`src/rtl/fetch_pkg.sv`:
```
`default_nettype none
// ============================================================================
//  Module      : fetch_pkg
//  Description : Shared types and constants for the fetch queue.
//  Revision    : 1.0 - initial release
// ============================================================================
package fetch_pkg;

    // Canonical NOP (addi x0, x0, 0) shown to decode when nothing is valid
    localparam logic [31:0] NOP_INSTR = 32'h0000_0013;

    // One buffered fetch: instruction word plus the PC it was fetched from
    typedef struct packed {
        logic [31:0] instr;
        logic [31:0] pc;
    } fetch_entry_t;

    // Width of a counter that must hold values 0..depth inclusive
    function automatic int cnt_width(input int depth);
        return $clog2(depth + 1);
    endfunction

endpackage
`default_nettype wire

```
`src/rtl/sync_fifo.sv`:
```
`default_nettype none
// ============================================================================
//  Module      : sync_fifo
//  Description : Power-of-two depth synchronous FIFO with synchronous clear.
//                Head word is visible on rdata_o while not empty.
//  Revision    : 1.0 - initial release
// ============================================================================
module sync_fifo
    import fetch_pkg::*;
#(
    parameter int WIDTH = 64,
    parameter int DEPTH = 4,
    localparam int CW   = cnt_width(DEPTH)
) (
    input  logic             clk,
    input  logic             rst_n,
    input  logic             push_i,
    input  logic             pop_i,
    input  logic             clear_i,
    input  logic [WIDTH-1:0] wdata_i,
    output logic [WIDTH-1:0] rdata_o,
    output logic             full_o,
    output logic             empty_o,
    output logic [CW-1:0]    count_o
);

    localparam int c_AW = $clog2(DEPTH);

    logic [WIDTH-1:0] mem_q [DEPTH];
    logic [c_AW-1:0]  rd_ptr_q;
    logic [c_AW-1:0]  wr_ptr_q;
    logic [CW-1:0]    count_q;

    logic             w_do_pop;
    logic             w_do_push;

    // A pop frees a slot this cycle, so push into a full FIFO is allowed then
    assign w_do_pop  = pop_i && (count_q != '0);
    assign w_do_push = push_i && (!full_o || w_do_pop);

    assign full_o  = (count_q == CW'(DEPTH));
    assign empty_o = (count_q == '0);
    assign count_o = count_q;
    assign rdata_o = mem_q[rd_ptr_q];

    // Pointer and occupancy bookkeeping; clear empties the FIFO in one cycle
    always_ff @(posedge clk) begin
        if (!rst_n) begin
            rd_ptr_q <= '0;
            wr_ptr_q <= '0;
            count_q  <= '0;
        end else if (clear_i) begin
            rd_ptr_q <= '0;
            wr_ptr_q <= '0;
            count_q  <= '0;
        end else begin
            if (w_do_push) wr_ptr_q <= wr_ptr_q + c_AW'(1);
            if (w_do_pop)  rd_ptr_q <= rd_ptr_q + c_AW'(1);
            case ({w_do_push, w_do_pop})
                2'b10:   count_q <= count_q + CW'(1);
                2'b01:   count_q <= count_q - CW'(1);
                default: count_q <= count_q;
            endcase
        end
    end

    // Storage array; contents need no reset since count gates visibility
    always_ff @(posedge clk) begin
        if (w_do_push && !clear_i) begin
            mem_q[wr_ptr_q] <= wdata_i;
        end
    end

endmodule
`default_nettype wire

```
`src/rtl/fetch_queue.sv`:
```
`default_nettype none
// ============================================================================
//  Module      : fetch_queue
//  Description : In-order instruction fetch with a small response queue that
//                feeds the decode register; handles stall, flush, redirect.
//  Revision    : 1.0 - initial release
// ============================================================================
module fetch_queue
    import fetch_pkg::*;
#(
    parameter int          DEPTH           = 4,
    parameter logic [31:0] RESET_PC        = 32'h0000_0000,
    parameter int          MAX_OUTSTANDING = 4
) (
    input  logic        clk,
    input  logic        rst_n,
    output logic        imem_req_valid,
    input  logic        imem_req_ready,
    output logic [31:0] imem_req_addr,
    input  logic        imem_rsp_valid,
    input  logic [31:0] imem_rsp_data,
    input  logic        StallD,
    input  logic        FlushD,
    input  logic        PCSrcE,
    input  logic [31:0] PCTargetE,
    output logic [31:0] InstrD,
    output logic [31:0] PCD,
    output logic [31:0] PCPlus4D,
    output logic        ValidD
);

    localparam int c_CW = cnt_width(DEPTH);

    logic [31:0]     pc_q,          pc_d;
    logic [31:0]     rsp_pc_q,      rsp_pc_d;
    logic [c_CW-1:0] outstanding_q, outstanding_d;
    logic [c_CW-1:0] drop_q,        drop_d;
    logic            valid_q,       valid_d;
    logic [31:0]     instr_q,       instr_d;
    logic [31:0]     pcd_q,         pcd_d;
    logic [31:0]     pcp4_q,        pcp4_d;

    logic [c_CW-1:0] w_fifo_count;
    logic            w_fifo_empty;
    logic            w_fifo_full;
    logic [63:0]     w_fifo_rdata;
    fetch_entry_t    w_head;
    fetch_entry_t    w_push_entry;
    logic [c_CW:0]   w_occupancy;
    logic            w_issue;
    logic            w_push;
    logic            w_pop;
    logic            w_drop;
    logic [31:0]     w_redirect_pc;

    // Queued plus in-flight words may never exceed the queue size
    assign w_occupancy    = {1'b0, w_fifo_count} + {1'b0, outstanding_q};
    assign imem_req_valid = rst_n && !PCSrcE
                         && (w_occupancy < (c_CW+1)'(DEPTH))
                         && (outstanding_q < c_CW'(MAX_OUTSTANDING));
    assign imem_req_addr  = pc_q;

    assign w_issue       = imem_req_valid && imem_req_ready;
    assign w_drop        = imem_rsp_valid && (drop_q != '0);
    assign w_push        = imem_rsp_valid && (drop_q == '0);
    assign w_pop         = !StallD && !FlushD && !PCSrcE && !w_fifo_empty;
    assign w_redirect_pc = PCTargetE & ~32'd3;

    assign w_head       = fetch_entry_t'(w_fifo_rdata);
    assign w_push_entry = '{instr: imem_rsp_data, pc: rsp_pc_q};

    sync_fifo #(
        .WIDTH ($bits(fetch_entry_t)),
        .DEPTH (DEPTH)
    ) u_fifo (
        .clk     (clk),
        .rst_n   (rst_n),
        .push_i  (w_push),
        .pop_i   (w_pop),
        .clear_i (PCSrcE),
        .wdata_i (w_push_entry),
        .rdata_o (w_fifo_rdata),
        .full_o  (w_fifo_full),
        .empty_o (w_fifo_empty),
        .count_o (w_fifo_count)
    );

    // Next-state for fetch PC, response tracking and the decode register
    always_comb begin
        pc_d          = pc_q;
        rsp_pc_d      = rsp_pc_q;
        outstanding_d = outstanding_q;
        drop_d        = drop_q;
        valid_d       = valid_q;
        instr_d       = instr_q;
        pcd_d         = pcd_q;
        pcp4_d        = pcp4_q;

        case ({w_issue, imem_rsp_valid})
            2'b10:   outstanding_d = outstanding_q + c_CW'(1);
            2'b01:   outstanding_d = outstanding_q - c_CW'(1);
            default: outstanding_d = outstanding_q;
        endcase

        if (PCSrcE) begin
            // Everything in flight now belongs to the wrong path
            pc_d     = w_redirect_pc;
            rsp_pc_d = w_redirect_pc;
            drop_d   = outstanding_d;
        end else begin
            if (w_issue) pc_d     = pc_q + 32'd4;
            if (w_push)  rsp_pc_d = rsp_pc_q + 32'd4;
            if (w_drop)  drop_d   = drop_q - c_CW'(1);
        end

        if (PCSrcE || FlushD) begin
            valid_d = 1'b0;
            instr_d = NOP_INSTR;
        end else if (!StallD) begin
            if (!w_fifo_empty) begin
                valid_d = 1'b1;
                instr_d = w_head.instr;
                pcd_d   = w_head.pc;
                pcp4_d  = w_head.pc + 32'd4;
            end else begin
                valid_d = 1'b0;
                instr_d = NOP_INSTR;
            end
        end
    end

    // State registers with synchronous active-low reset
    always_ff @(posedge clk) begin
        if (!rst_n) begin
            pc_q          <= RESET_PC;
            rsp_pc_q      <= RESET_PC;
            outstanding_q <= '0;
            drop_q        <= '0;
            valid_q       <= 1'b0;
            instr_q       <= NOP_INSTR;
            pcd_q         <= RESET_PC;
            pcp4_q        <= RESET_PC + 32'd4;
        end else begin
            pc_q          <= pc_d;
            rsp_pc_q      <= rsp_pc_d;
            outstanding_q <= outstanding_d;
            drop_q        <= drop_d;
            valid_q       <= valid_d;
            instr_q       <= instr_d;
            pcd_q         <= pcd_d;
            pcp4_q        <= pcp4_d;
        end
    end

    // The occupancy limit must make an overflowing push impossible
    always_ff @(posedge clk) begin
        if (rst_n && !PCSrcE) begin
            assert (!(w_push && w_fifo_full && !w_pop))
                else $error("fetch_queue: push into full queue");
        end
    end

    assign InstrD   = instr_q;
    assign PCD      = pcd_q;
    assign PCPlus4D = pcp4_q;
    assign ValidD   = valid_q;

endmodule
`default_nettype wire

```
`config.mk`:
```
export PLATFORM = sky130hd
export DESIGN_NAME = fetch_queue
export DESIGN_NICKNAME = d
export VERILOG_FILES = /design/src/rtl/fetch_pkg.sv /design/src/rtl/sync_fifo.sv /design/src/rtl/fetch_queue.sv
export SDC_FILE = /design/constraint.sdc
export NUM_CORES = 1
export LEC_CHECK = 0
export CORE_ASPECT_RATIO = 0.7
export CORE_MARGIN = 4
export CORE_UTILIZATION = 28
export DETAILED_ROUTE_END_ITERATION = 10
export PLACE_DENSITY_LB_ADDON = 0.25
export SYNTH_ARGS = -nofsm -noshare
export SYNTH_HDL_FRONTEND = slang
export SYNTH_SLANG_ARGS = --single-unit
```
`constraint.sdc`:
```
create_clock -name clk -period 9.49 [get_ports clk]
set_input_delay 1.898 -clock clk [delete_from_list [all_inputs] [get_ports clk]]
set_output_delay 1.898 -clock clk [all_outputs]
set_load 0.02 [all_outputs]
```
=== After elaboration in Yosys (flattened, before gate mapping) ===
Memory sizes are Yosys's and may differ from the RTL's. A register that Yosys moved wholly into a read port is not among the register bits.
Cells that the tools add are included.

* Flip-flop bits (word level): 174
* RAM bits: 256
* Input port bits: 71
* Output and inout port bits: 130
* Logic and storage cells: 80
* Memories kept: 1

{| class="wikitable"
|+ Memory list
! memory !! words !! bits a word !! read ports !! clocked after Yosys merged registers in !! write ports !! line !! text
|-
| u_fifo.mem_q || 4 || 64 || 1 || 1 || 1 || sync_fifo.sv:29 || <nowiki>logic [WIDTH-1:0] mem_q [DEPTH];</nowiki>
|}

* $add $sub $neg: 11
* $lt $le $gt $ge: 2
* Equality and inequality tests: 5
* Muxes and demuxes: 14
* Bitwise gates (word level): 4
* Reductions and logical operators: 30

{| class="wikitable"
|+ Operators by type and width
! operator !! count
|-
| $mux W32 || 5
|-
| $add A32 B3 Y32 const B || 3
|-
| $logic_and A1 B1 Y1 || 12
|-
| $pmux W3 S2 || 2
|-
| $sub A3 B1 Y3 const B || 3
|-
| $reduce_bool A2 Y1 || 4
|-
| $add A3 B1 Y3 const B || 2
|-
| $logic_not A3 Y1 || 2
|-
| $mux W3 || 2
|-
| $reduce_bool A3 Y1 || 2
|-
| $logic_not A1 Y1 || 5
|-
| $add A2 B1 Y2 const B || 2
|-
| $add A3 B3 Y4 || 1
|-
| $eq A2 B1 Y1 const B || 2
|-
| $eq A2 B2 Y1 const B || 2
|-
| $lt A4 B3 Y1 const B || 1
|-
| $mux W2 || 2
|-
| $not A1 Y1 || 4
|-
| $reduce_or A2 Y1 || 2
|-
| $eq A3 B3 Y1 const B || 1
|-
| $lt A3 B3 Y1 const B || 1
|-
| $mux W1 || 3
|-
| $reduce_and A3 Y1 || 1
|-
| $logic_or A1 B1 Y1 || 2
|}

=== Logic depth before layout (Yosys ltp) ===
* Word-level depth: 10
* Gate-level depth with buffers: 13
* Mapped depth without buffers: 11

=== Modules after synthesis ===
A second synthesis with hierarchy kept.

* Cell total of the unflattened synthesis: 1305
* Area, all modules: 17185.2 um^2

{| class="wikitable"
|+ Modules (own cells, without submodules)
! module !! times used !! cells an instance !! area an instance (um^2) !! seq. area each (um^2)
|-
| sync_fifo || 1 || 404 || 9830.7 || 7867.5
|-
| fetch_queue || 1 || 901 || 7354.6 || 3223.1
|}

=== Worst setup path before layout ===
Ideal clock, no wire load.

* Path type: input port to flip-flop
* Start point: input PCSrcE
* End point: memory u_fifo.mem_q[0][10], enable pin
* Data arrival time: 4.189 ns
* Path slack: 4.875 ns
* Stages on the path: 6
* Cell sequence: buf_4 -> nor2_1 -> and3_1 -> o31ai_1 -> nor2_1 -> and2_1

* Cells in the longest elaborated chain, start to end: 9

{| class="wikitable"
|+ RTL lines
! what !! line !! text
|-
| start: declaration || fetch_queue.sv:24 || <nowiki>input logic PCSrcE,</nowiki>
|-
| $logic_not A1 Y1 * || sync_fifo.sv:69, fetch_queue.sv:66 ||
|-
| $logic_and A1 B1 Y1 (2 in series) || fetch_queue.sv:66 || <nowiki>assign w_pop = !StallD && !FlushD && !PCSrcE && !w_fifo_empty;</nowiki>
|-
| $logic_and A1 B1 Y1 || sync_fifo.sv:38 || <nowiki>assign w_do_pop = pop_i && (count_q != '0);</nowiki>
|-
| $logic_or A1 B1 Y1 || sync_fifo.sv:39 || <nowiki>assign w_do_push = push_i && (!full_o || w_do_pop);</nowiki>
|-
| $logic_and A1 B1 Y1 || sync_fifo.sv:39 ||
|-
| $logic_and A1 B1 Y1 * || sync_fifo.sv:69 || <nowiki>if (w_do_push && !clear_i) begin</nowiki>
|-
| $mux W1 * || sync_fifo.sv:69 ||
|-
| $mux W1 (implied by the code) * || sync_fifo.sv:70 || <nowiki>mem_q[wr_ptr_q] <= wdata_i;</nowiki>
|-
| end: declaration || sync_fifo.sv:29 ||
|}

Every way passes the cells marked *; elsewhere a longest branch is shown, timed or not.

=== Worst setup path after layout ===
* Start point: input PCSrcE
* End point: output imem_req_valid

* Cells in the longest elaborated chain, start to end: 4

{| class="wikitable"
|+ RTL lines
! what !! line !! text
|-
| $logic_not A1 Y1 || fetch_queue.sv:58 || <nowiki>assign imem_req_valid = rst_n && !PCSrcE</nowiki>
|-
| $logic_and A1 B1 Y1 || - ||
|-
| $logic_and A1 B1 Y1 || fetch_queue.sv:59 || <nowiki>&& (w_occupancy < (c_CW+1)'(DEPTH))</nowiki>
|-
| $logic_and A1 B1 Y1 || fetch_queue.sv:60 || <nowiki>&& (outstanding_q < c_CW'(MAX_OUTSTANDING));</nowiki>
|-
| end: declaration || fetch_queue.sv:17 || <nowiki>output logic imem_req_valid,</nowiki>
|}

Every way passes these cells.

==> reports/results.tsv <==
metric	value	unit
globalplace.congestion	0.784	
finalSetupViolations	0	
syn_to_final_growth	24.8	%
overflow	0	
fmaxAchievable	0.176	GHz
synthDistinctLibCells	58	
worst_pin_slew	0.908	ns
hold_start	PCD[8]$_SDFFE_PN0P_	
cts_max_level	2	
yosys.area_share.simple	10.5	%
hold_violations	0	
cts_tree	yes	
drive_gt1_share	11.4	%
p_per_area	194	nW/µm²
clockRootBuffer	clkbuf_16	
grt_first_pass_wirelength	65300	µm
portBuffers	192	
slowest_stage	clkdlybuf4s50_1	
yosysTopAreaCellShare	44.7	%
reg2reg_slack	5.66	ns
wire_per_inst	19.0	µm
io_pins	201	
synthFlopType	edfxtp_1	
clkTransAtPathRegs	0.06	ns
dp_hpwl	28100	µm
synth_top_family_by_area	simple AND/OR/NAND/NOR gates	
synth_area	16700	µm²
fin_nets	1527	
ys_ff_latch	416	
synth_fa_ha_area_share	1.14	%
critPathMostFrequentCell	clkdlybuf4s50_1	
critPathKind	input port to primary output	
timing.rr.end	u_fifo.mem_q[0][59]$_DFFE_PP_	
cts_setup_buffers	0	
initial_core_util	28.4	%
grtUsageTotal	13.4	%
grt_max_degree	96	
crit_required	7.59	ns
r2r_cells	7	
outcome	completed	
viasPerCell	4.71	
wl_met1	21800	µm
seq_area_frac_synth	64.9	%
highest_layer	met5	
critPathMaxStageDelay	0.63	ns
drv_slew	0	
drt-total-wl	43200	µm
core	58600	µm²
r2r-start	u_fifo.count_o[0]$_SDFFE_PP0P_	
power.leakage	0.00655	µW
yosysWarnings	0	
yosysTopAreaCell	edfxtp_1	
min_path_cells	2	
crit_arrival	3.77	ns
cts.sinks	416	
fin_skew	0.0121	ns
drtIter0Drc	731	
path_cells	clkdlybuf4s50_1, buf_4, nor2b_1, and3_1, clkdlybuf4s50_1	
crit_path_start_kind	input port	
wl_met3	2470	µm
finalPower	4020	µW
diodes	0	
drc	0	
slew-limit-headroom	39.5	%
synth_edf_count	248	
hold_end	PCD[8]$_SDFFE_PN0P_	
crit_family	buffers and inverters	
antenna_found_initial	2	
clock_path_buffers	3	
yosysMostFrequentCell	edfxtp_1	
finalSetupTns	0	ns
cap_violations	0	
syn_avg_cell_area	13.2	µm²
dr.pass1.iters	5	
min_period	5.67	ns
synthArstFlopShare	0	%
syn_inst	1262	
synth_compound_area_share	8.29	%
dr_total_vias	10700	
synth_xor_area_share	3.73	%
postCtsHoldBufs	0	
synth_area_leaders	edfxtp_1, dfxtp_1, mux4_2, a21oi_1, nand2_1	
ant_nets	0	
ir_worst_vdd	0.102	mV
die_area	63500	µm²
cts_resized	0	
cts_buffers	43	
die_w	300	µm
rows	74	
die_h	212	µm
wl_met2	18300	µm
clock_latency	0.56	ns
period_share	59.7	%
crit_buf_inv	3	
rsz0062_at_grt	false	
cp_max_fo	35	
grt_pass1_vias	10500	
synthMuxAreaShare	8.83	%
hold_path.class	register to register	
cp-end-kind	primary output	
synth_common_cells	edfxtp_1, dfxtp_1, nand2_1	
[tightest hold or removal path, cell delays in order, from the launching register on]
cell,delay [ns]
dfxtp_1,0.31
nand2_1,0.05
a21oi_1,0.05
[final cells by class]
class | instances | area (µm²)
Tap cell | 798 | 998
Inverter | 23 | 86.3
Fill cell | 5669 | 37800
Clock inverter | 24 | 280
Sequential cell | 416 | 10800
Timing Repair Buffer | 206 | 2020
Multi-Input combinational cell | 752 | 5430
Clock buffer | 54 | 1150
[flip-flops by register name (all words and copies together), names as in the netlist, named ones only]
name / flops
rsp_pc_q: 30
u_fifo.count_o: 3
imem_req_addr: 30
ValidD: 1
PCD: 30
u_fifo.mem_q: 248
InstrD: 32
outstanding_q: 3
PCPlus4D: 30
drop_q: 3
u_fifo.rd_ptr_q: 2
u_fifo.wr_ptr_q: 2
[worst max-delay path by stage]
stage,startpoint,end,slack (ns),cells past startpoint
after floorplan,PCSrcE,u_fifo.mem_q[0][10]$_DFFE_PP_,4.87,6
after global placement,StallD,u_fifo.mem_q[3][58]$_DFFE_PP_,3.41,9
after detailed placement,StallD,u_fifo.mem_q[0][57]$_DFFE_PP_,3.35,9
after CTS,PCSrcE,imem_req_valid,3.79,5
after global routing,StallD,u_fifo.mem_q[0][58]$_DFFE_PP_,3.68,9
final,PCSrcE,imem_req_valid,3.82,5
[through the flow]
step	hold WS (ns)	area [µm²]	std cells	setup slack [ns]	utilization [%]
5_1_grt	0.476	20800	2273	3.68	35.5
6_report	0.457	20800	2273	3.82	35.5
2_1_floorplan	0.458	16700	1267	4.87	-
3_5_place_dp	0.450	19400	2195	3.35	33.0
3_3_place_gp	0.447	19400	2195	3.41	33.0
4_1_cts	0.459	20800	2273	3.79	35.5
[layer usage]
layer | vias to the layer above | GRT usage, %
met2 | 248 | 19.4
met1 | 5343 | 20.2
met4 | 2 | 2.81
li1 | 5069 | -
met3 | 52 | 3.27
met5 | - | 0
[kinds of logic after synthesis]
family	after synthesis
flops	416
simple gates	352
compound gates	240
buf+inv	99
xor+xnor	71
mux	69
fa+ha+maj	14
other cells	1
[where the power goes]
part / total [µW] / switching [µW] / internal (µW)
clock: 1730 / 709 / 1020
sequential: 2020 / 47.2 / 1970
combinational: 278 / 162 / 116
total: 4020 / 918 / 3110
[layout by cell type, fill, tap and decap left out, types with 36 or more instances in the layout]
| cell | instances |
|---|---|
| clkdlybuf4s50_1 | 191 |
| edfxtp_1 | 248 |
| mux4_2 | 62 |
| o21ai_0 | 63 |
| a21oi_1 | 104 |
| dfxtp_1 | 166 |
| xnor2_1 | 36 |
| nor2_1 | 85 |
| clkbuf_16 | 43 |
| nand2_1 | 133 |
Note: power is estimated with default switching activity, not from simulation.
